`src/rtl/gcd_run_ctrl_if.sv`:
```
// gcd_run_ctrl_if
//   Valid/ready link between the run sequencer and the GCD core.
//   master : sequencer side (drives request, accepts response)
//   slave  : core side (accepts request, drives response)
//   Signals:
//     req_val / req_rdy / req_msg[2W-1:0]  request {a,b}, a in the upper W bits
//     resp_val / resp_rdy / resp_msg[W-1:0] response (GCD result)
interface gcd_run_ctrl_if #(
  parameter int unsigned W = 16
);
  logic           req_val;
  logic           req_rdy;
  logic [2*W-1:0] req_msg;
  logic           resp_val;
  logic           resp_rdy;
  logic [W-1:0]   resp_msg;

  modport master (
    output req_val, req_msg, resp_rdy,
    input  req_rdy, resp_val, resp_msg
  );

  modport slave (
    input  req_val, req_msg, resp_rdy,
    output req_rdy, resp_val, resp_msg
  );
endinterface

```
`src/rtl/gcd_run_ctrl.sv`:
```
// gcd_run_ctrl
//   Sequencer between the APB register file and the GCD core. Accepts a
//   start pulse with two operands, issues one request to the core, waits
//   for the response, captures the result and counts the run cycles.
//   Operands with a zero are answered locally (result = op_a | op_b).
//
//   Optional watchdog: define GCD_CTRL_TIMEOUT_EN to abort a run once
//   cycle_count reaches TIMEOUT; otherwise timeout_err is tied to 0.
//
//   Ports:
//     CLK, RESET            clock, asynchronous active-high reset
//     start                 single-cycle start pulse
//     op_a, op_b [W]        operands, sampled on an accepted start
//     irq_en                interrupt enable at completion
//     irq_clr               write-1-to-clear pulse for irq_status/timeout_err
//     core                  request/response link to the GCD core (master)
//     result [W]            last result
//     run_status            job in progress
//     irq_status            sticky completion interrupt
//     cycle_count [32]      cycles spent in the last or current run
//     timeout_err           sticky watchdog abort flag
module gcd_run_ctrl #(
  parameter int unsigned W       = 16,
  parameter int unsigned TIMEOUT = 1024
) (
  input  logic                  CLK,
  input  logic                  RESET,
  input  logic                  start,
  input  logic [W-1:0]          op_a,
  input  logic [W-1:0]          op_b,
  input  logic                  irq_en,
  input  logic                  irq_clr,
  gcd_run_ctrl_if.master        core,
  output logic [W-1:0]          result,
  output logic                  run_status,
  output logic                  irq_status,
  output logic [31:0]           cycle_count,
  output logic                  timeout_err
);

  localparam logic [1:0] S_IDLE  = 2'd0;
  localparam logic [1:0] S_ISSUE = 2'd1;
  localparam logic [1:0] S_WAIT  = 2'd2;

  if (TIMEOUT == 0) begin : g_timeout_chk
    $error("gcd_run_ctrl: TIMEOUT must be at least 1");
  end

  logic [1:0]     state_q,    state_d;
  logic           req_val_q,  req_val_d;
  logic           resp_rdy_q, resp_rdy_d;
  logic [2*W-1:0] req_msg_q,  req_msg_d;
  logic [W-1:0]   result_q,   result_d;
  logic           run_q,      run_d;
  logic           irq_q,      irq_d;
  logic [31:0]    cnt_q,      cnt_d;
  logic           tmo_q,      tmo_d;

  logic        busy;
  logic        req_hs;
  logic        resp_hs;
  logic        irq_set;
  logic        tmo_set;
  logic [31:0] cnt_inc;

  always_comb begin
    state_d    = state_q;
    req_val_d  = req_val_q;
    resp_rdy_d = resp_rdy_q;
    req_msg_d  = req_msg_q;
    result_d   = result_q;
    run_d      = run_q;
    cnt_d      = cnt_q;
    irq_set    = 1'b0;
    tmo_set    = 1'b0;

    busy    = (state_q == S_ISSUE) || (state_q == S_WAIT);
    req_hs  = (state_q == S_ISSUE) && req_val_q && core.req_rdy;
    resp_hs = (state_q == S_WAIT) && resp_rdy_q && core.resp_val;
    // Saturating increment: the counter must never wrap back to zero.
    cnt_inc = (cnt_q == '1) ? cnt_q : cnt_q + 32'd1;

    case (state_q)
      S_IDLE: begin
        if (start) begin
          cnt_d = '0;
          if ((op_a != '0) && (op_b != '0)) begin
            req_msg_d = {op_a, op_b};
            run_d     = 1'b1;
            req_val_d = 1'b1;
            state_d   = S_ISSUE;
          end else begin
            // gcd(x,0) = x, and gcd(0,0) is reported as 0.
            result_d = op_a | op_b;
            irq_set  = irq_en;
          end
        end
      end
      S_ISSUE: begin
        cnt_d = cnt_inc;
        if (req_hs) begin
          req_val_d  = 1'b0;
          resp_rdy_d = 1'b1;
          state_d    = S_WAIT;
        end
      end
      S_WAIT: begin
        cnt_d = cnt_inc;
        if (resp_hs) begin
          result_d   = core.resp_msg;
          run_d      = 1'b0;
          resp_rdy_d = 1'b0;
          irq_set    = irq_en;
          state_d    = S_IDLE;
        end
      end
      default: begin
        state_d    = S_IDLE;
        req_val_d  = 1'b0;
        resp_rdy_d = 1'b0;
        run_d      = 1'b0;
      end
    endcase

`ifdef GCD_CTRL_TIMEOUT_EN
    // Abort on the edge where the count reaches TIMEOUT; a response
    // arriving in that same cycle is a normal completion instead.
    if (busy && !resp_hs && (cnt_inc >= 32'(TIMEOUT))) begin
      state_d    = S_IDLE;
      req_val_d  = 1'b0;
      resp_rdy_d = 1'b0;
      run_d      = 1'b0;
      tmo_set    = 1'b1;
      irq_set    = irq_en;
    end
`endif

    // Set takes priority over a coinciding clear.
    irq_d = irq_q;
    if (irq_clr) irq_d = 1'b0;
    if (irq_set) irq_d = 1'b1;

    tmo_d = tmo_q;
    if (irq_clr) tmo_d = 1'b0;
    if (tmo_set) tmo_d = 1'b1;
  end

  always_ff @(posedge CLK or posedge RESET) begin
    if (RESET) begin
      state_q    <= S_IDLE;
      req_val_q  <= 1'b0;
      resp_rdy_q <= 1'b0;
      req_msg_q  <= '0;
      result_q   <= '0;
      run_q      <= 1'b0;
      irq_q      <= 1'b0;
      cnt_q      <= '0;
      tmo_q      <= 1'b0;
    end else begin
      state_q    <= state_d;
      req_val_q  <= req_val_d;
      resp_rdy_q <= resp_rdy_d;
      req_msg_q  <= req_msg_d;
      result_q   <= result_d;
      run_q      <= run_d;
      irq_q      <= irq_d;
      cnt_q      <= cnt_d;
      tmo_q      <= tmo_d;
    end
  end

  assign core.req_val  = req_val_q;
  assign core.req_msg  = req_msg_q;
  assign core.resp_rdy = resp_rdy_q;
  assign result        = result_q;
  assign run_status    = run_q;
  assign irq_status    = irq_q;
  assign cycle_count   = cnt_q;
  assign timeout_err   = tmo_q;

endmodule

```
`src/flat_wrapper.sv`:
```
// flat-port wrapper written by rule: the top's interface ports become plain ports
module gcd_run_ctrl_flat 
#(
  parameter int unsigned W       = 16,
  parameter int unsigned TIMEOUT = 1024
)
  (CLK, RESET, start, op_a, op_b, irq_en, irq_clr, result, run_status, irq_status, cycle_count, timeout_err, core_req_val, core_req_msg, core_resp_rdy, core_req_rdy, core_resp_val, core_resp_msg);
  gcd_run_ctrl_if #(.W(W)) core_i ();
  input  logic CLK;
  input  logic RESET;
  input  logic start;
  input  logic [W-1:0] op_a;
  input  logic [W-1:0] op_b;
  input  logic irq_en;
  input  logic irq_clr;
  output logic [W-1:0] result;
  output logic run_status;
  output logic irq_status;
  output logic [31:0] cycle_count;
  output logic timeout_err;
  output wire logic [$bits(core_i.req_val)-1:0] core_req_val;
  output wire logic [$bits(core_i.req_msg)-1:0] core_req_msg;
  output wire logic [$bits(core_i.resp_rdy)-1:0] core_resp_rdy;
  input wire logic [$bits(core_i.req_rdy)-1:0] core_req_rdy;
  input wire logic [$bits(core_i.resp_val)-1:0] core_resp_val;
  input wire logic [$bits(core_i.resp_msg)-1:0] core_resp_msg;
  assign core_req_val = core_i.req_val;
  assign core_req_msg = core_i.req_msg;
  assign core_resp_rdy = core_i.resp_rdy;
  assign core_i.req_rdy = core_req_rdy;
  assign core_i.resp_val = core_resp_val;
  assign core_i.resp_msg = core_resp_msg;
  gcd_run_ctrl #(.W(W), .TIMEOUT(TIMEOUT)) u_core (.CLK(CLK), .RESET(RESET), .start(start), .op_a(op_a), .op_b(op_b), .irq_en(irq_en), .irq_clr(irq_clr), .core(core_i), .result(result), .run_status(run_status), .irq_status(irq_status), .cycle_count(cycle_count), .timeout_err(timeout_err));
endmodule
```
`config.mk`:
```
export PLATFORM = sky130hd
export DESIGN_NAME = gcd_run_ctrl_flat
export DESIGN_NICKNAME = d
export VERILOG_FILES = /design/src/rtl/gcd_run_ctrl_if.sv /design/src/rtl/gcd_run_ctrl.sv /design/src/flat_wrapper.sv
export SDC_FILE = /design/constraint.sdc
export NUM_CORES = 1
export LEC_CHECK = 0
export CAP_MARGIN = 20
export CORE_AREA = 2 2 89 91
export DETAILED_ROUTE_END_ITERATION = 12
export DIE_AREA = 0 0 91 93
export DONT_BUFFER_PORTS = 1
export PLACE_DENSITY = 0.82
export SYNTH_ARGS = -nofsm -noshare
export SYNTH_HDL_FRONTEND = slang
export SYNTH_SLANG_ARGS = --single-unit
```
`constraint.sdc`:
```
create_clock -name CLK -period 3.3 [get_ports CLK]
set_input_delay 0.165 -clock CLK [delete_from_list [all_inputs] [get_ports CLK]]
set_output_delay 0.165 -clock CLK [all_outputs]
set_load 0.02 [all_outputs]
```
==> impl_metrics.py <==
metrics = {
    "outcome": {
        "status": "finished clean",
    },
    "die": {
        "die_h_microns": 93,
        "core_sq_um": 7530,
        "row_count": 32,
        "boundaryPins": 140,
        "die_x_microns": 91,
        "start_util_pct": 57.7,
        "die-area_sq_um": 8460,
    },
    "timing": {
        "finalSetupViolCount": 0,
        "maxSlewViolCount": 0,
        "rsz0062_at_grt": "no",
        "maxSlewHeadroom_pct": 52.6,
        "fmax_mhz": 368,
        "setup_tns_ps": 0,
        "fin_skew_ps": 9.99,
        "final_hold_viol_count": 0,
        "min_period_over_period_pct": 82.3,
        "period_minus_slack_ps": 2720,
        "worstMarginPinSlew_ps": 710,
    },
    "finish": {
        "fin_util_pct": 65.8,
        "fin_area_sq_um": 4950,
        "syn2layout_area_growth_pct": 14.0,
        "drive_gt1_share_pct": 18.4,
        "diodes": 0,
        "nets": 506,
        "final_cells": 553,
    },
    "min_path": {
        "hold_class": "in -> reg",
    },
    "detailed_routing": {
        "drt_iter0_drc": 171,
        "vias": 3612,
        "drt-pass1-iter-count": 5,
        "drc_errors": 0,
        "routedWlPerCell_microns": 21.8,
        "avgViaCountPerCell": 6.53,
        "ant_nets": 0,
        "wl_microns": 12000,
    },
    "placed_design": {
        "place_inst": 502,
        "place_area_sq_um": 4430,
        "gp_congestion": 0.830,
        "portBuffers": 0,
        "dp_hpwl_microns": 7930,
    },
    "synth": {
        "syn_area_per_cell_sq_um": 10.6,
        "syn_area_sq_um": 4340,
        "netlist_instances": 411,
        "ys_seq_elements": 86,
        "synth_cell_types": 52,
        "syn_nets": 471,
        "ys.flop_type": "dfrtp_1",
        "synth_edf_count": 0,
        "synth_warnings": 0,
        "synthArstFlopShare_pct": 100,
        "synth-seq-area-share_pct": 49.6,
    },
    "global_route": {
        "grt_remaining_overflow": 0,
        "grt_first_pass_wirelength_microns": 19300,
        "grt_pass1_vias": 3752,
        "grt_max_degree": 47,
        "grt_antenna_before_repair": 0,
        "grt_usage_pct": 28.9,
    },
    "critical_path": {
        "end_kind": "flop",
        "path_max_fanout": 15,
        "worstPathRequired_ps": 3520,
        "worstPathArrival_ps": 2940,
        "worstSetupPathType": "reg -> reg",
        "cp-start-kind": "flop",
    },
    "clock_network": {
        "numClockSinks": 86,
        "clock_latency_ps": 360,
        "tritoncts": "yes",
        "cts-htree-levels": 3,
        "cts_resized": 0,
        "clk_path_buf_depth": 2,
        "cts_buffers": 9,
        "clkTransAtPathRegs_ps": 90,
        "cts-root-buf": "clkbuf_8",
    },
    "power": {
        "ir_drop_uv": 554,
        "p_leak_nw": 1.96,
        "powerDensity_nw_per_um2": 810,
    },
    "flow_run": {
        "max_cap_violations": 0,
    },
}
==> where the power goes <==
group	total, mW	switching, mW	internal [mW]
logic	1.21	0.669	0.545
clock network	0.682	0.403	0.279
registers	2.11	0.717	1.40
==> layout make-up <==
class / count / area, sq um
clock inverters: 6 / 46.3
clock buffers: 10 / 128
fillers: 601 / 2580
flip-flops and latches: 86 / 2150
well taps: 102 / 128
multi-input cells: 296 / 2060
repair buffers: 40 / 388
inverters: 13 / 50.0
==> sequential cells by signal, indices dropped and copies added, names as in the netlist <==
register	flops
u_core.run_status	1
u_core.irq_status	1
u_core.cycle_count	32
u_core.state_q	2
u_core.result	16
u_core.core.resp_rdy	1
u_core.core.req_msg	32
u_core.core.req_val	1
==> critical path, stage by stage, from the launching register on <==
cell and delay, ps:
dfrtp_1 400, inv_1 90, ha_1 490, nand4_1 190
or4_4 570, o31ai_4 490, or2_2 250, o21ai_0 90
==> repair_timing <==
action	CTS	global route
buffers inserted	0	0
hold endpoints to repair	73	0
hold buffers	35	0
==> placed cells by master (no fill, tap or decap), types with 5 or more instances in the layout <==
master / instances
or3_1: 7
nand4_1: 17
dfrtp_1: 86
nand2_1: 37
mux2_2: 49
o31ai_1: 11
or4_1: 12
o21ai_1: 7
o21ai_0: 23
o41ai_1: 5
ha_1: 5
nor2_1: 25
dlygate4sd3_1: 35
inv_1: 12
buf_4: 5
nand3_1: 17
a21oi_1: 17
nor4_1: 10
and4_1: 5
clkbuf_8: 9
==> final timing paths <==
check	to	cells past startpoint	startpoint	slack, ps
worst max register to register	u_core.cycle_count[0]$_DFFE_PP0P_	7	u_core.state_q[0]$_DFFE_PP0P_	580
worst max-delay path	u_core.cycle_count[0]$_DFFE_PP0P_	7	u_core.state_q[0]$_DFFE_PP0P_	580
max in group asynchronous	u_core.result[5]$_DFFE_PP0P_	3	RESET	1930
worst min register to register	u_core.state_q[1]$_DFFE_PP0P_	1	u_core.state_q[1]$_DFFE_PP0P_	590
worst min-delay path	u_core.result[2]$_DFFE_PP0P_	3	core_resp_msg[2]	60
min in group asynchronous	u_core.core.resp_rdy$_DFFE_PP0P_	2	RESET	340
==> cells in the mapped netlist, types with 2 or more instances <==
library cell	n	area, sq um
o21ai_0	23	115
o311ai_1	4	35.0
o31ai_1	11	82.6
or2_0	2	12.5
or3_1	7	43.8
nor4_1	10	62.6
o32a_1	2	20.0
clkbuf_1	5	18.8
and2_1	2	12.5
nand2_1	37	139
nand4_1	17	106
and4_1	5	43.8
nor3_1	2	10.0
inv_1	13	48.8
o21ai_1	7	35.0
o311ai_0	2	17.5
or2_2	2	12.5
dfrtp_1	86	2150
mux2_2	49	552
or4_1	12	90.1
buf_4	3	22.5
buf_2	7	35.0
nor2b_1	3	18.8
ha_1	5	62.6
o41ai_1	5	43.8
and3_1	4	25.0
nor2_1	25	93.8
o211ai_1	4	30.0
a21oi_1	17	85.1
nor3_2	2	20.0
nand3_1	17	85.1
==> layer usage <==
metal,up-vias,part of all wire [%],global-route usage (%)
met2,200,49,48.3
met1,1767,39,35.0
met5,-,0,0
met3,32,9.9,10.5
li1,1613,-,-
met4,0,2.4,9.34
==> metrics by stage <==
| stage | worst slack [ps] | power (mW) | hold WS (ps) |
|---|---|---|---|
| CTS | 621 | 3.96 | 49.1 |
| detailed placement | 653 | 3.25 | 185 |
| global placement | 745 | 3.18 | 174 |
| finish | 584 | 4.01 | 56.7 |
| floorplan | 913 | 2.93 | 272 |
| global route | 452 | 4.20 | 72.4 |
==> cells by family after synthesis <==
group	count (synthesis)	synth area share [%]
buffers and inverters	29	3.14
XOR/XNOR	2	0.403
AO/OA/AOI/OAI	85	12.9
other	1	0.0863
AND/OR/NAND/NOR	154	19.8
adder cells (fa/ha/maj)	5	1.44
multiplexers	49	12.7
flip-flops	86	49.6
Power figures use the tool's default switching activity.
